==> config.mk <==
export PLATFORM = sky130hd
export DESIGN_NAME = xsim_msg_arbiter
export DESIGN_NICKNAME = d
export VERILOG_FILES = /design/src/rtl/xsim_msg_pkg.sv /design/src/rtl/xsim_msg_arbiter_rr_pick.sv /design/src/rtl/xsim_msg_arbiter.sv
export SDC_FILE = /design/constraint.sdc
export NUM_CORES = 1
export LEC_CHECK = 0
export BUFFER_PORTS_ARGS = -buffer_cell sky130_fd_sc_hd__buf_2
export CORE_MARGIN = 10
export CORE_UTILIZATION = 45
export CTS_BUF_LIST = sky130_fd_sc_hd__clkbuf_8 sky130_fd_sc_hd__clkbuf_16
export CTS_CLUSTER_DIAMETER = 150
export DETAILED_ROUTE_END_ITERATION = 7
export PLACE_DENSITY = 0.75
export SYNTH_ARGS = -nofsm -noshare
export SYNTH_HDL_FRONTEND = slang
export SYNTH_SLANG_ARGS = --single-unit
==> constraint.sdc <==
create_clock -name CLK -period 3.4 [get_ports CLK]
set_input_delay 0.51 -clock CLK [delete_from_list [all_inputs] [get_ports CLK]]
set_output_delay 0.51 -clock CLK [all_outputs]
set_load 0.01 [all_outputs]
==> src/rtl/xsim_msg_pkg.sv <==
// Shared types and header-field constants for the simulator message-source arbiter.
package xsim_msg_pkg;

  // Beat width of every requester stream and of the source channel.
  localparam int BEAT_W = 32;

  typedef logic [BEAT_W-1:0] msg_beat_t;

  // Header beat layout: the length field sits at the bottom of the beat and
  // counts every beat of the message, the header included.
  localparam int LEN_LSB = 0;
  localparam int LEN_W   = 16;

  // Arbiter FSM: IDLE arbitrates and takes a header, BUSY streams the body.
  typedef enum logic {
    IDLE = 1'b0,
    BUSY = 1'b1
  } arb_state_t;

endpackage

==> src/rtl/xsim_msg_arbiter_rr_pick.sv <==
// Combinational round-robin winner search. The search starts one past the
// last granted requester and wraps, so the previous owner has lowest priority.
module rr_pick #(
  parameter int NUM_REQ = 4,
  parameter int IDX_W   = 2
) (
  input  logic [NUM_REQ-1:0] req_valid,
  input  logic [IDX_W-1:0]   last_grant,
  output logic [IDX_W-1:0]   win_idx,
  output logic               found
);

  logic [IDX_W-1:0] w_cand;

  // Walk the requesters in rotating order and keep the first valid one.
  always_comb begin
    win_idx = '0;
    found   = 1'b0;
    w_cand  = last_grant;
    for (int k = 0; k < NUM_REQ; k++) begin
      w_cand = (w_cand == IDX_W'(NUM_REQ - 1)) ? '0 : w_cand + 1'b1;
      if (!found && req_valid[w_cand]) begin
        found   = 1'b1;
        win_idx = w_cand;
      end
    end
  end

endmodule

==> src/rtl/xsim_msg_arbiter.sv <==
// Message-granular round-robin arbiter in front of the simulator message source.
//
// Handshake: on every requester port and on the output port a beat moves in
// the cycle where valid and ready are both high (req_valid && req_ready on the
// input side, src_rdy && dst_rdy on the output side). A requester holding
// valid must keep its beat stable until it is accepted. The arbiter never
// interleaves messages: once a header is taken, only that requester is served
// until its last beat, even if it goes quiet mid-message.
module xsim_msg_arbiter #(
  parameter int NUM_REQ = 4,
  parameter int LEN_W   = xsim_msg_pkg::LEN_W
) (
  input  logic                       CLK,
  input  logic                       RST_N,
  input  logic [NUM_REQ-1:0]         req_valid,
  input  logic [NUM_REQ*32-1:0]      req_beat,
  output logic [NUM_REQ-1:0]         req_ready,
  output logic                       src_rdy,
  output logic [31:0]                beat,
  input  logic                       dst_rdy,
  output logic [$clog2(NUM_REQ)-1:0] grant_id,
  output logic                       msg_done,
  output logic                       len_err,
  output logic                       dbg_state
);

  import xsim_msg_pkg::*;

  localparam int IDX_W = $clog2(NUM_REQ);

  // FSM and arbitration bookkeeping
  arb_state_t       r_state;
  arb_state_t       w_next_state;
  logic [LEN_W-1:0] r_remaining;
  logic [IDX_W-1:0] r_grant;
  logic [IDX_W-1:0] r_last_grant;

  // Output stage
  logic             r_src_rdy;
  msg_beat_t        r_beat;
  logic [IDX_W-1:0] r_grant_id;
  logic             r_msg_done;
  logic             r_len_err;

  // Combinational datapath
  msg_beat_t        w_beats [NUM_REQ];
  logic [IDX_W-1:0] w_win;
  logic             w_found;
  logic [IDX_W-1:0] w_sel;
  msg_beat_t        w_sel_beat;
  logic             w_sel_valid;
  logic [LEN_W-1:0] w_hdr_len;
  logic             w_can_accept;
  logic             w_accept;
  logic             w_done;
  logic             w_len_err;
  logic [NUM_REQ-1:0] w_req_ready;

  for (genvar gi = 0; gi < NUM_REQ; gi++) begin : g_unpack
    assign w_beats[gi] = req_beat[gi*32 +: 32];
  end

  rr_pick #(
    .NUM_REQ (NUM_REQ),
    .IDX_W   (IDX_W)
  ) u_rr_pick (
    .req_valid  (req_valid),
    .last_grant (r_last_grant),
    .win_idx    (w_win),
    .found      (w_found)
  );

  // The output stage can take a new beat when it is empty or draining now.
  assign w_can_accept = !r_src_rdy || dst_rdy;

  // In IDLE the candidate is the round-robin winner, in BUSY the owner.
  assign w_sel       = (r_state == IDLE) ? w_win : r_grant;
  assign w_sel_beat  = w_beats[w_sel];
  assign w_sel_valid = req_valid[w_sel];
  assign w_hdr_len   = w_sel_beat[LEN_LSB +: LEN_W];

  // Next-state, per-requester ready and completion/length-error decode.
  always_comb begin
    w_next_state = r_state;
    w_req_ready  = '0;
    w_accept     = 1'b0;
    w_done       = 1'b0;
    w_len_err    = 1'b0;
    case (r_state)
      IDLE: begin
        if (w_found && w_can_accept) begin
          w_req_ready[w_win] = 1'b1;
          w_accept           = 1'b1;
          w_len_err          = (w_hdr_len == '0);
          // A length of 0 or 1 is a header-only message: done immediately.
          if (w_hdr_len <= LEN_W'(1)) begin
            w_done = 1'b1;
          end else begin
            w_next_state = BUSY;
          end
        end
      end
      BUSY: begin
        w_req_ready[r_grant] = w_can_accept;
        if (w_sel_valid && w_can_accept) begin
          w_accept = 1'b1;
          if (r_remaining <= LEN_W'(1)) begin
            w_done       = 1'b1;
            w_next_state = IDLE;
          end
        end
      end
      default: w_next_state = IDLE;
    endcase
  end

  // FSM state register.
  always_ff @(posedge CLK) begin
    if (!RST_N) begin
      r_state <= IDLE;
    end else begin
      r_state <= w_next_state;
    end
  end

  // Owner, beats-left counter and round-robin pointer; the counter only
  // moves on accepted beats and never wraps below zero.
  always_ff @(posedge CLK) begin
    if (!RST_N) begin
      r_remaining  <= '0;
      r_grant      <= '0;
      r_last_grant <= IDX_W'(NUM_REQ - 1);
    end else if (w_accept) begin
      if (r_state == IDLE) begin
        r_grant     <= w_win;
        r_remaining <= (w_hdr_len == '0) ? '0 : w_hdr_len - LEN_W'(1);
      end else if (r_remaining != '0) begin
        r_remaining <= r_remaining - LEN_W'(1);
      end
      if (w_done) begin
        r_last_grant <= w_sel;
      end
    end
  end

  // Output register: loads every accepted beat, empties when drained with
  // nothing new behind it. Pulses line up with the beat they describe.
  always_ff @(posedge CLK) begin
    if (!RST_N) begin
      r_src_rdy  <= 1'b0;
      r_beat     <= '0;
      r_grant_id <= '0;
      r_msg_done <= 1'b0;
      r_len_err  <= 1'b0;
    end else begin
      r_msg_done <= w_done;
      r_len_err  <= w_len_err;
      if (w_accept) begin
        r_src_rdy  <= 1'b1;
        r_beat     <= w_sel_beat;
        r_grant_id <= w_sel;
      end else if (dst_rdy) begin
        r_src_rdy <= 1'b0;
      end
    end
  end

  assign req_ready = w_req_ready;
  assign src_rdy   = r_src_rdy;
  assign beat      = r_beat;
  assign grant_id  = r_grant_id;
  assign msg_done  = r_msg_done;
  assign len_err   = r_len_err;
  assign dbg_state = r_state;

endmodule

==> impl_metrics.env <==
export IMPL_wl_per_cell_microns=18.18
export IMPL_finalHoldViolCount=0
export IMPL_rows=36
export IMPL_initial_core_util_pct=46.12
export IMPL_hold_buffers=0
export IMPL_cts_made_buffers=5
export IMPL_netlist_instances=621
export IMPL_cts_root_buf="clkbuf_8"
export IMPL_synthXorXnorAreaFrac_pct=2.147
export IMPL_gp_congestion=0.9471
export IMPL_dpl_hpwl_microns=13320
export IMPL_core_area_sq_um=9729
export IMPL_rsz0062_at_grt="false"
export IMPL_drt_iter0_markers=453
export IMPL_grt_pass1_wl_microns=27500
export IMPL_synthAdderAreaFrac_pct=1.115
export IMPL_via_count=5575
export IMPL_min_period_over_period_pct=94.26
export IMPL_regArea_sq_um=1121
export IMPL_final_layout_size_suffix_gt1_share_pct=32.24
export IMPL_power_density_nw_per_um2=573.9
export IMPL_portBuffers=176
export IMPL_synth_area_mux_share_pct=4.518
export IMPL_final_max_slew_violation_count=0
export IMPL_ys_flop_type="dfxtp_1"
export IMPL_ios=177
export IMPL_power_mw=3.276
export IMPL_clkTransAtPathRegs_ns=0.11
export IMPL_synth_edf_count=0
export IMPL_hold_path_class="flop to flop"
export IMPL_synth_top_family_by_area="compound AO/OA/AOI/OAI gates"
export IMPL_grt_remaining_overflow=0
export IMPL_cts_setup_buffers=0
export IMPL_drv_cap=0
export IMPL_setup_ws_ns=0.1953
export IMPL_synthTopCellsByCount="nand2_1 (126), dfxtp_1 (56), nor2_1 (55), a21oi_1 (49), o21ai_0 (34)"
export IMPL_die_y_microns=119.9
export IMPL_finalNetCount=932
export IMPL_irDropWorstVdd_uv=310.5
export IMPL_yosysMostFrequentCell="nand2_1"
export IMPL_synth_seq_cells=56
export IMPL_track_usage_pct=22.30
export IMPL_synthesis_nets=760
export IMPL_cts_num_sinks=56
export IMPL_start_kind="flop"
export IMPL_cp_required_ns=3.65
export IMPL_power_leakage_nw=2.541
export IMPL_vias_per_cell=6.014
export IMPL_avgSynthCellArea_sq_um=7.225
export IMPL_dp_slack_ns=0.1326
export IMPL_n_fill_cell=951
export IMPL_die_x_microns=119.9
export IMPL_synth_compound_gate_area_share_pct=31.23
export IMPL_die_area_sq_um=14370
export IMPL_cp_max_fo=32
export IMPL_max_clock_freq_mhz=312.0
export IMPL_ys_seq_area_share_pct=24.99
export IMPL_area_growth_syn_to_layout_pct=27.24
export IMPL_grt_antenna_before_repair=0
export IMPL_synth_warnings=0
export IMPL_yosysUniqueCellTypes=70
export IMPL_synth_simple_gate_area_share_pct=29.56
export IMPL_final_setup_skew_ns=0.01170
export IMPL_multiInputGateArea_sq_um=3108
export IMPL_cp_arrival_ns=3.46
export IMPL_ant_nets=0
export IMPL_tightest_slew_ns=0.8576
export IMPL_cts_tree="built"
export IMPL_period_minus_slack_ns=3.205
export IMPL_relSlewSlack_pct=42.39
export IMPL_status="complete, no violations"
export IMPL_n_antenna_cell=0
export IMPL_critPathKind="flop to flop"
export IMPL_setup_viol=0
export IMPL_drc=0
export IMPL_yosysTopAreaCell="dfxtp_1"
export IMPL_wirelength_microns=16850
export IMPL_crit_start="r_last_grant[0]"
export IMPL_clock_path_buffers=2
export IMPL_grt_start_max_net_pins=47
export IMPL_r2r_start="r_last_grant[0]"
export IMPL_ys_async_sr_fraction_pct=0
export IMPL_firstDrtPassIters=5
export IMPL_synthesis_area_sq_um=4487
export IMPL_cp_end_kind="flop"
export IMPL_fin_tns_setup_ns=0
export IMPL_hp_start="beat[8]"
export IMPL_htree_levels=2
export IMPL_synth_area_leaders="dfxtp_1 (25%), nand2_1 (11%), a21oi_1 (5.5%)"
export IMPL_yosys_area_top_type_share_pct=24.99
export IMPL_grt_pass1_vias=5608
export IMPL_clock_latency_ns=0.33
export IMPL_fin_util_pct=58.68
-- final timing paths --
path / end / slack, ns / cells after the start
max: r_remaining[13] / 0.20 / 12
min: beat[8] / 0.46 / 2
min reg2reg: beat[8] / 0.46 / 2
max reg2reg: r_remaining[13] / 0.20 / 12
-- cells in the final DEF, fill, tap and decap left out, types with 4 or more instances in the layout --
cell	Yosys	final
nand2_1	126	126
nand2b_1	4	4
and3_1	20	20
buf_4	4	32
nand4b_1	4	4
ha_1	4	4
inv_1	8	8
nor4_1	6	5
a211oi_1	4	4
dfxtp_1	56	56
nor3_1	15	13
o21ai_0	34	34
nor2_1	55	55
o211a_1	4	4
clkbuf_8	0	5
nand3_1	22	22
a21oi_1	49	49
mux2i_1	18	18
a32oi_1	12	12
a311oi_1	19	19
xor2_1	9	9
or3_1	4	4
a31oi_1	29	29
o22ai_1	5	5
buf_2	16	176
-- report_power, final --
| part | leakage [nW] | internal [mW] | switching (mW) |
|---|---|---|---|
| logic | 2.02 | 0.754 | 1.13 |
| registers | 0.461 | 0.804 | 0.120 |
| clock network | 0.0600 | 0.224 | 0.249 |
-- stage by stage --
| stage | cell area, sq um | hold WS (ns) | std cells |
|---|---|---|---|
| 3_3_place_gp | 5564 | 0.4413 | 919 |
| 3_5_place_dp | 5564 | 0.4463 | 919 |
| 4_1_cts | 5679 | 0.4622 | 927 |
| 6_report | 5709 | 0.4614 | 927 |
| 2_1_floorplan | 4487 | 0.4492 | 621 |
| 5_1_grt | 5709 | 0.4904 | 927 |
-- sequential cells by signal, indices dropped and copies added (netlist names) --
name / cells
beat: 32
dbg_state: 1
grant_id: 2
len_err: 1
msg_done: 1
r_last_grant: 2
r_remaining: 16
src_rdy: 1
-- critical path, stage by stage (launching register included) --
cell and delay (ns):
dfxtp_1 0.34, ha_1 0.37, a21oi_1 0.24, nor4_4 0.08, o41ai_4 0.37, buf_12 0.24, a31oi_1 0.06, a32oi_1 0.40
nor4_4 0.11, and3_1 0.25, a21boi_2 0.29, nand2_1 0.18, o22ai_1 0.19
-- area by class of cell --
| type | instances | share of cell area (%) |
|---|---|---|
| flip-flops and latches | 56 | 19.64 |
| well taps | 133 | 2.915 |
| clock buffers | 5 | 1.205 |
| multi-input cells | 510 | 54.44 |
| inverters | 10 | 0.6575 |
| repair buffers | 210 | 20.34 |
| clock inverters | 3 | 0.8109 |
-- cell families after synthesis --
group,count (synthesis)
xor gates and xnor gates,11
AOI/OAI and AO/OA,196
and+or+nand+nor,280
adders and majority gates,4
muxes,19
DFF,56
buffers and inverters,55
-- timing repair --
action                                  CTS  global route
endpoints found under the setup margin    0            14
resized for setup                         0             5
endpoints found under the hold margin     0             0
-- per-layer routing --
| layer | vias to the layer above | global-route usage, % | wire length, microns |
|---|---|---|---|
| met4 | 0 | 6.787 | 443 |
| met3 | 47 | 7.032 | 1619 |
| met1 | 2595 | 26.19 | 6887 |
| li1 | 2632 | - | - |
| met5 | - | 0 | 0 |
| met2 | 301 | 37.96 | 7903 |
Note: power is estimated with default switching activity, not from simulation.
